File: src/rtl/match3_pkg.sv
// Shared board geometry, cell packing and refill FSM encoding
// for the match-3 board datapath blocks.
package match3_pkg;

    localparam int BOARD_DIM = 8;
    localparam int CELL_W    = 3;
    localparam int BOARD_W   = BOARD_DIM * BOARD_DIM * CELL_W;

    localparam logic [2:0] CELL_EMPTY = 3'd0;

    typedef enum logic [1:0] {
        ST_IDLE,
        ST_SCAN,
        ST_FILL,
        ST_DONE
    } state_t;

    function automatic int cell_off(
        input logic [2:0] row,
        input logic [2:0] col
    );
        return (int'(row) * BOARD_DIM + int'(col)) * CELL_W;
    endfunction

endpackage

File: src/rtl/lfsr_color_gen.sv
// Free-running 16-bit Fibonacci LFSR (taps 16,14,13,11) with seed
// load, mapped to a non-empty colour code 1..NUM_COLORS.
module lfsr_color_gen #(
    parameter int          NUM_COLORS = 6,
    parameter logic [15:0] LFSR_INIT  = 16'hACE1
) (
    input  logic        clk,
    input  logic        rst_n,
    input  logic        seed_load,
    input  logic [15:0] seed,
    output logic [2:0]  colour
);

    localparam logic [2:0] NC3 = 3'(NUM_COLORS);

    logic [15:0] lfsr;
    logic        fb;

    assign fb = lfsr[15] ^ lfsr[13] ^ lfsr[12] ^ lfsr[10];

    // An all-zero seed would lock the LFSR, so it maps to the init value.
    always_ff @(posedge clk or negedge rst_n) begin
        if (!rst_n) begin
            lfsr <= LFSR_INIT;
        end else if (seed_load) begin
            lfsr <= (seed == 16'd0) ? LFSR_INIT : seed;
        end else begin
            lfsr <= {lfsr[14:0], fb};
        end
    end

    assign colour = (lfsr[2:0] % NC3) + 3'd1;

endmodule

File: src/rtl/board_refill.sv
// Column gravity plus random refill of a cleared board: one cell per
// cycle scan, then one cycle per generated cell, start/done handshake.
module board_refill
    import match3_pkg::*;
#(
    parameter int          NUM_COLORS = 6,
    parameter logic [15:0] LFSR_INIT  = 16'hACE1
) (
    input  logic               clk,
    input  logic               rst_n,
    input  logic               start,
    input  logic [BOARD_W-1:0] board_in,
    input  logic               seed_load,
    input  logic [15:0]        seed,
    output logic               busy,
    output logic               done,
    output logic [BOARD_W-1:0] board_out,
    output logic [6:0]         filled_count
);

    state_t             state;
    logic [BOARD_W-1:0] work;
    logic [2:0]         r;
    logic [2:0]         c;
    logic [3:0]         wr;
    logic [6:0]         count;
    logic [2:0]         colour;
    logic [2:0]         cur;
    logic               keep;
    logic [3:0]         wr_after;
    logic               col_end;

    lfsr_color_gen #(
        .NUM_COLORS (NUM_COLORS),
        .LFSR_INIT  (LFSR_INIT)
    ) u_gen (
        .clk       (clk),
        .rst_n     (rst_n),
        .seed_load (seed_load),
        .seed      (seed),
        .colour    (colour)
    );

    // Current scan cell, next write row, and end-of-column detection.
    always_comb begin
        cur      = work[cell_off(r, c) +: CELL_W];
        keep     = (cur != CELL_EMPTY);
        wr_after = keep ? (wr - 4'd1) : wr;
        col_end  = 1'b0;
        if (state == ST_SCAN) begin
            col_end = (r == 3'd0) && (wr_after == 4'hF);
        end else if (state == ST_FILL) begin
            col_end = (wr == 4'd0);
        end
    end

    // Refill FSM: latch, compact each column downward, top up, publish.
    always_ff @(posedge clk or negedge rst_n) begin
        if (!rst_n) begin
            state        <= ST_IDLE;
            work         <= '0;
            r            <= 3'd0;
            c            <= 3'd0;
            wr           <= 4'd0;
            count        <= 7'd0;
            busy         <= 1'b0;
            done         <= 1'b0;
            board_out    <= '0;
            filled_count <= 7'd0;
        end else begin
            done <= 1'b0;
            unique case (state)
                ST_IDLE: begin
                    if (start) begin
                        work  <= board_in;
                        c     <= 3'd0;
                        r     <= 3'd7;
                        wr    <= 4'd7;
                        count <= 7'd0;
                        busy  <= 1'b1;
                        state <= ST_SCAN;
                    end
                end
                ST_SCAN: begin
                    if (keep) begin
                        work[cell_off(wr[2:0], c) +: CELL_W] <= cur;
                        if (wr[2:0] != r) begin
                            work[cell_off(r, c) +: CELL_W] <= CELL_EMPTY;
                        end
                    end
                    wr <= wr_after;
                    if (r == 3'd0) begin
                        state <= ST_FILL;
                    end else begin
                        r <= r - 3'd1;
                    end
                end
                ST_FILL: begin
                    work[cell_off(wr[2:0], c) +: CELL_W] <= colour;
                    count <= count + 7'd1;
                    wr    <= wr - 4'd1;
                end
                ST_DONE: begin
                    board_out    <= work;
                    filled_count <= count;
                    done         <= 1'b1;
                    busy         <= 1'b0;
                    state        <= ST_IDLE;
                end
            endcase
            if (col_end) begin
                if (c == 3'd7) begin
                    state <= ST_DONE;
                end else begin
                    c     <= c + 3'd1;
                    r     <= 3'd7;
                    wr    <= 4'd7;
                    state <= ST_SCAN;
                end
            end
        end
    end

endmodule

File: config.mk
export PLATFORM = sky130hd
export DESIGN_NAME = board_refill
export DESIGN_NICKNAME = d
export VERILOG_FILES = /design/src/rtl/match3_pkg.sv /design/src/rtl/lfsr_color_gen.sv /design/src/rtl/board_refill.sv
export SDC_FILE = /design/constraint.sdc
export NUM_CORES = 1
export LEC_CHECK = 0
export CORE_MARGIN = 2
export CORE_UTILIZATION = 27
export CTS_BUF_LIST = sky130_fd_sc_hd__clkbuf_4 sky130_fd_sc_hd__clkbuf_8
export DETAILED_ROUTE_END_ITERATION = 10
export HOLD_SLACK_MARGIN = 0.15
export SLEW_MARGIN = 20
export SYNTH_ARGS = -nofsm -noshare
export SYNTH_HDL_FRONTEND = slang
export SYNTH_HIERARCHICAL = 1
export SYNTH_SLANG_ARGS = --single-unit
File: constraint.sdc
create_clock -name clk -period 4.75 [get_ports clk]
set_input_delay 0.475 -clock clk [delete_from_list [all_inputs] [get_ports clk]]
set_output_delay 0.475 -clock clk [all_outputs]
set_load 0.03 [all_outputs]
Word-level counts from Yosys, hierarchy flattened:

Index checks and enable logic that the tools add are counted.

* add/subtract/negate cells: 9
* $mul: 2
* div/mod/pow operators: 1
* equality and inequality tests: 10
* shift operators: 6
* muxes and demuxes: 35
* bitwise gates (word level): 3
* reduce and logical (&&, ||, !) cells: 14

Operator list (count)
* 192-bit bitwise mux: 3
* 192-bit 2-to-1 mux: 3
* 192-bit one-hot mux with 3 select lines: 1
* 3-bit by 33-bit variable shift with 192-bit output (first input constant): 2
* 3-bit by 33-bit indexed part select with 192-bit output: 2
* 192-bit by 32-bit indexed part select with 3-bit output: 1
* 3-bit by 33-bit indexed part select with 192-bit output (first input constant): 1
* 9-bit negation with 33-bit output: 2
* 16-bit 2-to-1 mux: 2
* 3-bit 2-to-1 mux: 8
* 7-bit by 2-bit multiplier with 9-bit output (second input constant): 2
* 16-bit zero test: 1
* 4-bit 2-to-1 mux: 4
* 6-bit by 3-bit adder with 7-bit output: 2
* 7-bit one-hot mux with 2 select lines: 1
* 4-bit one-hot mux with 3 select lines: 1
* 2-bit 2-to-1 mux: 4
* 7-bit by 1-bit adder with 7-bit output (second input constant): 1
* 7-bit 2-to-1 mux: 1
* 3-bit by 1-bit adder with 3-bit output (second input constant): 2
* 2-bit one-hot mux with 3 select lines: 1
* 3-bit one-hot mux with 2 select lines: 1
* 3-bit AND reduction: 2
* 3-bit nonzero test: 2
* other kinds (21): 30

* register bits: 428
* input bits: 212
* logic and storage cells: 91

Logic depth before layout (Yosys ltp):

Gate-level depths: netlist (run 1).

* depth after elaboration: 10
* mapped depth: 17
* mapped depth without buffers: 10

Cells and area by module:

The synthesis (run 1) kept the hierarchy.

By module, submodules not included
* board_refill: times used 1, cells each 2550, area each 24761.2 µm², sequential area each 10309.9 µm²
* lfsr_color_gen: times used 1, cells each 48, area each 709.4 µm², sequential area each 410.4 µm²

Worst setup path before layout (run 1):

OpenSTA, ideal clock, no wires.

* path kind: reg-to-reg
* from: register c[0]
* to: register work[162]
* arrival time: 3510 ps
* path slack: 1117 ps
* stages on the path, launching flop included: 16
* buffers on the path: 6
* cells stage by stage: dfrtp_1 > buf_6 > buf_6 > buf_6 > buf_6 > inv_1 > ha_1 > buf_2 > nand2b_1 > clkbuf_1 > nor4_1 > o21ai_0 > and2_1 > o22a_1 > or3_1 > o221a_2

* longest elaborated chain between the ends: 9

Ends and longest elaborated chain
* from (decl): line board_refill.sv:24 `logic [2:0] c;`
* from (signal assigned): line board_refill.sv:115 `c <= c + 3'd1;`
* 6-bit by 3-bit adder with 7-bit output: line match3_pkg.sv:22 `return (int'(row) * BOARD_DIM + int'(col)) * CELL_W;`
* 7-bit by 2-bit multiplier with 9-bit output: line match3_pkg.sv:22
* 192-bit by 32-bit indexed part select with 3-bit output or 9-bit negation with 33-bit output (tied branches): line board_refill.sv:46, board_refill.sv:86, board_refill.sv:99
* 3-bit by 33-bit indexed part select with 192-bit output or 3-bit by 33-bit variable shift with 192-bit output (tied branches): line board_refill.sv:86, board_refill.sv:99
* 192-bit bitwise mux: line board_refill.sv:86 `work[cell_off(wr[2:0], c) +: CELL_W] <= cur;`
* 192-bit bitwise mux: line board_refill.sv:88 `work[cell_off(r, c) +: CELL_W] <= CELL_EMPTY;`
* 192-bit 2-to-1 mux: line board_refill.sv:87 `if (wr[2:0] != r) begin`
* 192-bit 2-to-1 mux: line board_refill.sv:85 `if (keep) begin`
* 192-bit one-hot mux with 3 select lines: line board_refill.sv:72 `unique case (state)`
* to (signal assigned): line board_refill.sv:75 `work <= board_in;`
* to (signal, indexed assignment): line board_refill.sv:86
* to (signal, indexed assignment): line board_refill.sv:99 `work[cell_off(wr[2:0], c) +: CELL_W] <= colour;`
* to (decl): line board_refill.sv:22 `logic [BOARD_W-1:0] work;`

Parallel ways exist; a longest one is shown, timed or not. The select of a mux whose other input is x is not followed.
A chain may end at the register's enable or synchronous reset.

Final worst setup path (run 1):

* from: register c[0]
* to: register work[160]

Same word-level chain as after synthesis.

==> results_tabular.tex, run 1 <==
\begin{tabular}{lr}
\hline
Metric & Value \\
\hline
\multicolumn{2}{l}{\textbf{Floorplan}} \\
\quad Overall die width & slightly above 300 µm \\
\quad Initial core utilization & 27.25\% \\
\quad Site Rows & roughly 110 \\
\quad Die footprint & $\sim$0.097 mm² \\
\quad Die boundary height & 311.1 µm \\
\quad Core outline area & between 0.09 and 0.1 mm² \\
\quad \# IOs & between 400 and 500 \\
\multicolumn{2}{l}{\textbf{Global routing}} \\
\quad GRT Overall Usage & approximately 28\% \\
\quad Antenna violations before repair & 10 \\
\quad Largest net degree at the start of global routing & 157 \\
\quad Total congestion overflow & 0 \\
\quad Number of global-route vias before repair & approximately 26000 \\
\quad First-pass GRT wire length & around 190000 µm \\
\multicolumn{2}{l}{\textbf{Route}} \\
\quad Number of vias per cell & roughly 6.0 \\
\quad Detailed-route wire length & 139500 µm \\
\quad Initial DRT Pass Iterations & 9 \\
\quad Number of vias in the routed layout & 27050 \\
\quad DRC viols & 0 \\
\quad Antenna viol nets, final & 0 \\
\quad Routed wirelength normalized by instance count & 30.92 µm \\
\quad DRC violation total after the first TritonRoute iteration & around 3800 \\
\multicolumn{2}{l}{\textbf{Run status}} \\
\quad Result of the run & finished clean \\
\multicolumn{2}{l}{\textbf{Worst setup path}} \\
\quad Minimum setup slack among reg-to-reg paths & between 100 and 150 ps \\
\quad CP required & around 5300 ps \\
\quad Terminus of the critical flop-to-flop path & work[160] \\
\quad Crit path arrival time & around 5200 ps \\
\quad Launch instance of the worst register-to-register path & c[0] \\
\quad Startpoint type of the worst setup path & register \\
\quad Setup CP Type & reg -> reg \\
\quad Endpoint type of the worst setup path & register \\
\quad Logic depth of the worst register-to-register path & 12 \\
\quad Worst Path Max Fanout & 15 \\
\multicolumn{2}{l}{\textbf{Power and ir drop}} \\
\quad Internal Pwr Total & around 17 mW \\
\quad Switching fraction of total power & around half \\
\quad Reg power frac & around a fifth \\
\quad Combinational cell fraction of total power & approximately two thirds \\
\quad Power Dens Cells & just under 1000 mW/mm² \\
\quad Static power due to leakage & between 10 and 15 nW \\
\quad Clk pwr share & a little under an eighth \\
\quad Largest voltage drop on the vdd net & around 0.00068 V \\
\quad Reported net switching power & 17.57 mW \\
\multicolumn{2}{l}{\textbf{Logic synthesis}} \\
\quad Post-synthesis cell type count & between 90 and 100 \\
\quad Synth top area share & between 40\% and 50\% \\
\quad Mapped cell area & 0.02547 mm² \\
\quad Yosys top cell by area & sky130\_fd\_sc\_hd\_\_dfrtp\_1 \\
\quad Gate count after technology mapping & roughly 2600 \\
\quad Number of flops mapped to enable cells by yosys & 0 \\
\quad Mapped Nets & between 2000 and 3000 \\
\quad Share of synthesized flip-flops with an asynchronous set or reset & 100.0\% \\
\quad Proportion of synthesized chip area in sequential cells & 42.09\% \\
\quad Yosys warning count & 6 \\
\quad Prevailing post-synth register cell & sky130\_fd\_sc\_hd\_\_dfrtp\_1 \\
\quad Number of register bits inferred by synthesis & between 400 and 500 \\
\quad Most common cell in the netlist & sky130\_fd\_sc\_hd\_\_dfrtp\_1 \\
\quad Avg Inst Size Synth & slightly below 10 µm² \\
\quad Cell types with the highest counts after synthesis & sky130\_fd\_sc\_hd\_\_dfrtp\_1 (420), sky130\_fd\_sc\_hd\_\_o21ai\_0 (230), sky130\_fd\_sc\_hd\_\_mux2\_2 (213) \\
\quad Dominant cells by area after synthesis & sky130\_fd\_sc\_hd\_\_dfrtp\_1 (41\%), sky130\_fd\_sc\_hd\_\_mux2\_2 (9.4\%), sky130\_fd\_sc\_hd\_\_o21ai\_0 (4.5\%), sky130\_fd\_sc\_hd\_\_mux4\_2 (4.3\%), sky130\_fd\_sc\_hd\_\_a21oi\_1 (4.0\%) \\
\multicolumn{2}{l}{\textbf{Worst hold path}} \\
\quad Origin of the worst min-delay path & seed[6] \\
\quad Worst Hold Endpoint & u\_gen/lfsr[6] \\
\quad Path type of the worst min-delay path & in -> reg \\
\quad Instance count along the most critical hold path & 2 \\
\multicolumn{2}{l}{\textbf{Clocking}} \\
\quad Register clock-pin slew on the reported worst setup and hold paths & around 60 ps \\
\quad Worst-skew pair later-pin latency & about 710 ps \\
\quad Clock tree from TritonCTS & yes \\
\quad Number of clock buffers inserted by TritonCTS & 80 \\
\quad CTS max path bufs & 3 \\
\quad Post\_cts resized & 0 \\
\quad Total number of clock tree sinks & between 400 and 500 \\
\quad Clock root buffer & sky130\_fd\_sc\_hd\_\_clkbuf\_8 \\
\quad CTS H-tree lvls & 3 \\
\multicolumn{2}{l}{\textbf{Cells and area}} \\
\quad Register area & between 0.01 and 0.015 mm² \\
\quad Nets & approximately 3400 \\
\quad Post-synthesis to final-layout area growth & 36.47\% \\
\quad Layout cells sized above 1 & 25.50\% \\
\quad Multi-input gate area & approximately 0.014 mm² \\
\quad Total of fill cells in the finished design & roughly 9500 \\
\multicolumn{2}{l}{\textbf{STA}} \\
\quad Final number of setup-violating endpoints & 0 \\
\quad Count of final max-slew check failures & 0 \\
\quad Final WS setup & approximately 140 ps \\
\quad Final worst clock skew & approximately 29 ps \\
\quad Crit path time final & around 4600 ps \\
\quad Hold Fails Final Rpt & 0 \\
\quad Peak clock frequency supported by timing & 216.7 MHz \\
\quad Slew headroom & roughly 33\% \\
\quad Ratio of final minimum period to clock period & a little over nine tenths \\
\quad Unrepaired setup endpoints after global routing & no \\
\quad Slew at the pin closest to its max-slew limit & between 1000 and 1500 ps \\
\quad Post-Route Setup TNS & 0 ps \\
\multicolumn{2}{l}{\textbf{Placed design}} \\
\quad Setup slack after placement & around 350 ps \\
\quad Placer congestion estimate & roughly 1.1 \\
\quad DP HPWL & a little over 100000 µm \\
\quad Count of buffers inserted at the top-level ports & 412 \\
\multicolumn{2}{l}{\textbf{Job}} \\
\quad Number of max-cap violations & 0 \\
\hline
\end{tabular}
[power groups by stage]
stage / logic (mW) / registers (mW) / clock network, mW
after floorplan: 11.6 / 8.15 / 0
after global placement: 22.1 / 7.37 / 0
after detailed placement: 22.2 / 7.40 / 0
after CTS: 22.3 / 7.36 / 4.00
after global routing: 23.9 / 7.53 / 4.17
final: 23.1 / 7.38 / 3.91
[worst max-delay path by stage]
stage / startpoint / end / slack [ps] / depth (start not counted)
3_5_place_dp: c[0] / work[149] / 350 / 11
3_3_place_gp: c[0] / work[149] / 310 / 11
6_report: c[0] / work[160] / 140 / 12
4_1_cts: c[0] / work[149] / 320 / 11
2_1_floorplan: c[0] / work[162] / 1120 / 15
5_1_grt: c[0] / work[160] / 150 / 12
[logic make-up (layout without fill, tap and decap cells)]
logic type	count (synthesis)	count (layout)	share of synthesized area, %
AO/OA/AOI/OAI	1003	1003	26.49
XOR/XNOR	20	20	0.6877
adder cells (fa/ha/maj)	16	16	0.7860
buffers and inverters	278	927	4.642
flip-flops	428	428	42.09
multiplexers	286	286	14.72
other	0	9	0
AND/OR/NAND/NOR	567	567	10.59
[metal layers]
| metal | GRT usage [%] | wire [µm] | up-vias |
|---|---|---|---|
| li1 | - | - | 11220 |
| met1 | 34.22 | 52890 | 13500 |
| met2 | 43.10 | 62630 | 1841 |
| met3 | 7.678 | 14280 | 474 |
| met4 | 16.32 | 9568 | 14 |
| met5 | 0 | 92 | - |
[cell type report]
| class | count | share of cell area (%) |
|---|---|---|
| multi-input cells | 1892 | 39.30 |
| flip-flops and latches | 428 | 30.85 |
| repair buffers | 745 | 19.87 |
| well taps | 1254 | 4.514 |
| clock buffers | 125 | 4.481 |
| inverters | 44 | 0.4751 |
| clock inverters | 13 | 0.4427 |
| diodes | 9 | 0.06479 |
[what timing repair did]
item / CTS / global route
endpoints found under the hold margin: 86 / 0
hold buffers: 1 / 0
setup endpoints to repair: 0 / 1
buffers inserted: 0 / 1
[cell usage in the layout (no fill, tap or decap), types with 33 or more instances in the layout]
master                            Yosys  layout
sky130_fd_sc_hd__mux4_2              49      49
sky130_fd_sc_hd__clkdlybuf4s50_1      0     411
sky130_fd_sc_hd__nor3_1              42      41
sky130_fd_sc_hd__clkbuf_8             0      99
sky130_fd_sc_hd__nor2_1             199     199
sky130_fd_sc_hd__nand2_1            139     138
sky130_fd_sc_hd__o22ai_1            131     131
sky130_fd_sc_hd__nand3_1             33      33
sky130_fd_sc_hd__dfrtp_1            420     418
sky130_fd_sc_hd__buf_4                5     310
sky130_fd_sc_hd__nand4_1             42      42
sky130_fd_sc_hd__o21ai_0            230     230
sky130_fd_sc_hd__a21oi_1            203     203
sky130_fd_sc_hd__inv_1               40      40
sky130_fd_sc_hd__o22a_1              43      43
sky130_fd_sc_hd__a31oi_1             60      60
sky130_fd_sc_hd__mux2_2             213     213
sky130_fd_sc_hd__o221a_2             46      46
[state kept, by name, summed over array words and instances, names as in the netlist]
| signal | flops |
|---|---|
| count | 7 |
| r | 3 |
| done | 1 |
| state | 2 |
| board_out | 192 |
| work | 192 |
| filled_count | 7 |
| busy | 1 |
| u_gen/lfsr | 16 |
| wr | 4 |
| c | 3 |
[stage by stage]
stage / total power [mW] / util (%) / instance area, µm² / cells / hold WS (ps)
floorplan: 19.77 / - / 25470 / 2598 / 179.4
global placement: 29.50 / 35.30 / 33000 / 4361 / 456.1
detailed placement: 29.64 / 35.30 / 33000 / 4361 / 469.1
CTS: 33.69 / 37.14 / 34720 / 4500 / 312.2
global route: 35.59 / 37.17 / 34740 / 4503 / 342.3
finish: 34.43 / 37.19 / 34760 / 4510 / 366.9
[worst max-delay path: stages (launching register included)]
cell and delay, ps:
sky130_fd_sc_hd__dfrtp_4 720, sky130_fd_sc_hd__inv_1 280, sky130_fd_sc_hd__ha_1 420, sky130_fd_sc_hd__nor2b_1 230
sky130_fd_sc_hd__buf_4 200, sky130_fd_sc_hd__nor4_1 420, sky130_fd_sc_hd__o31a_1 410, sky130_fd_sc_hd__buf_4 180
sky130_fd_sc_hd__o21ai_1 260, sky130_fd_sc_hd__and2_1 290, sky130_fd_sc_hd__o22ai_1 590, sky130_fd_sc_hd__nand4_1 250
sky130_fd_sc_hd__o221a_2 210
Power figures use the tool's default switching activity.
==> inputs of run 2 (changes only) <==
ABC_AREA = 1   (was not set)
CAP_MARGIN = 20   (was not set)
==> results_tabular.tex, run 2 <==
\begin{tabular}{lr}
\hline
Metric & Value \\
\hline
\multicolumn{2}{l}{\textbf{Floorplan}} \\
\quad Site Rows & 114 \\
\quad Die boundary height & roughly 310 µm \\
\quad Overall die width & 314.9 µm \\
\quad Die footprint & $\sim$0.099 mm² \\
\quad Initial core utilization & a little over a quarter \\
\quad \# IOs & between 400 and 500 \\
\quad Core outline area & a little under 0.1 mm² \\
\multicolumn{2}{l}{\textbf{Logic synthesis}} \\
\quad Synth top area share & between 40\% and 50\% \\
\quad Most common cell in the netlist & sky130\_fd\_sc\_hd\_\_nand2\_1 \\
\quad Proportion of synthesized chip area in sequential cells & roughly two fifths \\
\quad Yosys warning count & 6 \\
\quad Post-synthesis mux area share & 0\% \\
\quad Number of register bits inferred by synthesis & between 400 and 500 \\
\quad Share of synthesized flip-flops with an asynchronous set or reset & between 90\% and 100\% \\
\quad Yosys top cell by area & sky130\_fd\_sc\_hd\_\_dfrtp\_1 \\
\quad Number of flops mapped to enable cells by yosys & 0 \\
\quad Cell types with the highest counts after synthesis & sky130\_fd\_sc\_hd\_\_nand2\_1 (927), sky130\_fd\_sc\_hd\_\_o21ai\_0 (548), sky130\_fd\_sc\_hd\_\_dfrtp\_1 (420) \\
\quad Dominant cells by area after synthesis & sky130\_fd\_sc\_hd\_\_dfrtp\_1 (40\%), sky130\_fd\_sc\_hd\_\_nand2\_1 (13\%), sky130\_fd\_sc\_hd\_\_o21ai\_0 (11\%), sky130\_fd\_sc\_hd\_\_a21oi\_1 (7.3\%), sky130\_fd\_sc\_hd\_\_nand3\_1 (4.6\%) \\
\quad Simple-gate share of the synthesized area & about a quarter \\
\quad Mapped cell area & 0.02610 mm² \\
\quad Prevailing post-synth register cell & sky130\_fd\_sc\_hd\_\_dfrtp\_1 \\
\quad Avg Inst Size Synth & 7.003 µm² \\
\quad Area share of fa/ha/maj cells after synthesis & less than 1\% \\
\quad Gate count after technology mapping & 3726 \\
\quad Dominant combinational cell family by area after synthesis & compound AO/OA/AOI/OAI gates \\
\quad Xor/xnor share of the synthesized area & less than 1\% \\
\quad Mapped Nets & roughly 4000 \\
\quad Post-synthesis cell type count & 46 \\
\quad Share of the synthesized area in compound gates (AO/OA/AOI/OAI) & 24.79\% \\
\multicolumn{2}{l}{\textbf{Worst setup path}} \\
\quad CP required & $\sim$5400 ps \\
\quad Minimum setup slack among reg-to-reg paths & just over 300 ps \\
\quad Logic depth of the worst register-to-register path & 18 \\
\quad Terminus of the critical flop-to-flop path & work[15] \\
\quad Setup CP Type & reg -> reg \\
\quad Launch instance of the worst register-to-register path & c[0] \\
\quad Crit path arrival time & 5050 ps \\
\quad Endpoint type of the worst setup path & register \\
\quad Startpoint type of the worst setup path & register \\
\quad Worst Path Max Fanout & 24 \\
\multicolumn{2}{l}{\textbf{Cells and area}} \\
\quad Post-synthesis to final-layout area growth & 29.67\% \\
\quad Most frequent standard cell in the layout excluding fill and tap cells & sky130\_fd\_sc\_hd\_\_nand2\_1 \\
\quad Cell area after layout & $\sim$0.034 mm² \\
\quad Total of fill cells in the finished design & 10350 \\
\quad Top flop regs & board\_out: 192 flops, work: 192 flops, u\_gen/lfsr: 16 flops \\
\quad Layout cells sized above 1 & $\sim$8.7\% \\
\quad Number of cells in the finished layout apart from fillers & $\sim$5500 \\
\quad Top library cells by usage in the layout, fill and taps aside & sky130\_fd\_sc\_hd\_\_nand2\_1 (926), sky130\_fd\_sc\_hd\_\_o21ai\_0 (548), sky130\_fd\_sc\_hd\_\_dfrtp\_1 (418), sky130\_fd\_sc\_hd\_\_clkdlybuf4s50\_1 (411), sky130\_fd\_sc\_hd\_\_a21oi\_1 (379) \\
\quad Nets & about 4400 \\
\multicolumn{2}{l}{\textbf{Run status}} \\
\quad Result of the run & finished clean \\
\multicolumn{2}{l}{\textbf{Clocking}} \\
\quad Hold-fix buffers at CTS & 1 \\
\quad Post\_cts resized & 0 \\
\quad Setup bufs post-CTS & 0 \\
\quad Clock root buffer & sky130\_fd\_sc\_hd\_\_clkbuf\_8 \\
\quad Worst-skew pair later-pin latency & roughly 730 ps \\
\quad Number of clock buffers inserted by TritonCTS & 83 \\
\quad CTS H-tree lvls & 3 \\
\quad Total number of clock tree sinks & 428 \\
\quad CTS max path bufs & 3 \\
\quad Register clock-pin slew on the reported worst setup and hold paths & around 70 ps \\
\quad Clock tree from TritonCTS & yes \\
\multicolumn{2}{l}{\textbf{Global routing}} \\
\quad First-pass GRT wire length & between 150000 and 200000 µm \\
\quad Antenna violations before repair & 5 \\
\quad Largest net degree at the start of global routing & 132 \\
\quad Total congestion overflow & 0 \\
\quad GRT Overall Usage & between 20 and 30\% \\
\quad Number of global-route vias before repair & 28130 \\
\multicolumn{2}{l}{\textbf{Route}} \\
\quad Antenna viol nets, final & 0 \\
\quad DRC viols & 0 \\
\quad Detailed-route wire length & 137800 µm \\
\quad Number of vias in the routed layout & 29360 \\
\quad Number of vias per cell & between 5 and 6 \\
\quad DRC violation total after the first TritonRoute iteration & 3446 \\
\quad Routed wirelength normalized by instance count & between 20 and 30 µm \\
\quad Initial DRT Pass Iterations & 8 \\
\multicolumn{2}{l}{\textbf{Power and ir drop}} \\
\quad Power Dens Cells & $\sim$900 mW/mm² \\
\quad Static power due to leakage & 14.87 nW \\
\quad Largest voltage drop on the vdd net & between 0.0004 and 0.0005 V \\
\quad Post-layout power & approximately 31 mW \\
\multicolumn{2}{l}{\textbf{STA}} \\
\quad Count of final max-slew check failures & 0 \\
\quad Crit path time final & between 4000 and 5000 ps \\
\quad Peak clock frequency supported by timing & around 230 MHz \\
\quad Slew headroom & between 30\% and 40\% \\
\quad Slew at the pin closest to its max-slew limit & between 900 and 1000 ps \\
\quad Hold Fails Final Rpt & 0 \\
\quad Post-Route Setup TNS & 0 ps \\
\quad Ratio of final minimum period to clock period & 93.54\% \\
\quad Unrepaired setup endpoints after global routing & no \\
\quad Final worst clock skew & about 47 ps \\
\quad Final number of setup-violating endpoints & 0 \\
\multicolumn{2}{l}{\textbf{Placed design}} \\
\quad Cell Count Post-Placement & between 5000 and 6000 \\
\quad DP HPWL & 103500 µm \\
\quad Placer congestion estimate & around 1.1 \\
\quad Count of buffers inserted at the top-level ports & 412 \\
\quad Instance area after placement & between 0.03 and 0.04 mm² \\
\multicolumn{2}{l}{\textbf{Job}} \\
\quad Number of max-cap violations & 0 \\
\multicolumn{2}{l}{\textbf{Worst hold path}} \\
\quad Path type of the worst min-delay path & in -> reg \\
\quad Worst Hold Endpoint & u\_gen/lfsr[3] \\
\quad Origin of the worst min-delay path & seed[3] \\
\quad Instance count along the most critical hold path & 3 \\
\hline
\end{tabular}
-- run 2: cell types whose count changed after synthesis, sizes merged, moves of 174 or more --
| cell | previous run | this run |
|---|---|---|
| nand2 | 139 | 935 |
| o21ai | 242 | 565 |
| inv | 41 | 314 |
| mux2 | 218 | 0 |
| nand3 | 34 | 239 |
| a21oi | 205 | 379 |
-- run 2: layout make-up --
type / instances / area (µm²) / share of cell area, %
clock inverters: 14 / 176.4 / 0.5214
diodes: 4 / 10.01 / 0.02958
well taps: 1276 / 1597 / 4.718
repair buffers: 564 / 5423 / 16.03
clock buffers: 127 / 1579 / 4.666
flip-flops and latches: 428 / 10730 / 31.70
multi-input cells: 2747 / 13120 / 38.77
inverters: 317 / 1210 / 3.576
-- run 2: worst max path at each step --
stage	end	slack [ps]	from	cells after the start
2_1_floorplan	work[48]	1920	c[0]	22
3_3_place_gp	work[15]	540	c[0]	18
3_5_place_dp	work[15]	550	c[0]	18
4_1_cts	work[15]	510	c[0]	18
5_1_grt	work[15]	240	c[0]	18
6_report	work[15]	310	c[0]	18
-- run 2: metrics by stage --
step	setup WS (ps)	utilization, %	hold slack (ps)
floorplan	1917	-	179.4
global placement	541.0	33.30	423.6
detailed placement	554.1	33.30	440.0
CTS	513.0	35.13	287.7
global route	239.8	35.14	335.0
finish	306.9	35.14	337.6
-- run 2: cells by family (layout without fill, tap and decap cells) --
logic type	Yosys count	in the layout
AND/OR/NAND/NOR	1545	1545
XOR/XNOR	7	7
AO/OA/AOI/OAI	1179	1179
buffers and inverters	551	1022
flip-flops	428	428
other	0	4
adder cells (fa/ha/maj)	16	16
-- run 2: where the power goes --
group          switching, mW  internal [mW]  total, mW
combinational           13.5           5.92       19.4
clock                   1.74           2.32       4.06
sequential              1.65           5.45       7.10
-- run 2: worst max-delay path, stage by stage (launching register included) --
cell and delay [ps]:
sky130_fd_sc_hd__dfrtp_4 540, sky130_fd_sc_hd__inv_6 220, sky130_fd_sc_hd__buf_4 300, sky130_fd_sc_hd__nand2_1 220, sky130_fd_sc_hd__nand3_1 120, sky130_fd_sc_hd__nand3_1 80
sky130_fd_sc_hd__nand2_1 90, sky130_fd_sc_hd__nand2_1 80, sky130_fd_sc_hd__nand3_1 100, sky130_fd_sc_hd__nand3_1 270, sky130_fd_sc_hd__nand2_4 310, sky130_fd_sc_hd__nand2_1 120
sky130_fd_sc_hd__nor2_2 300, sky130_fd_sc_hd__nand2_1 440, sky130_fd_sc_hd__nor2_2 360, sky130_fd_sc_hd__o21ai_0 130, sky130_fd_sc_hd__nand2_1 160, sky130_fd_sc_hd__o211ai_1 220
sky130_fd_sc_hd__a22oi_1 230
-- run 2: metal layers --
metal  GRT usage (%)  vias to the layer above  wire length (µm)
met2           43.71                     1497             64380
li1                -                    13320                 -
met5               0                        -                13
met1           33.79                    14200             54530
met3           5.216                      336             10900
met4           14.56                        2              7991
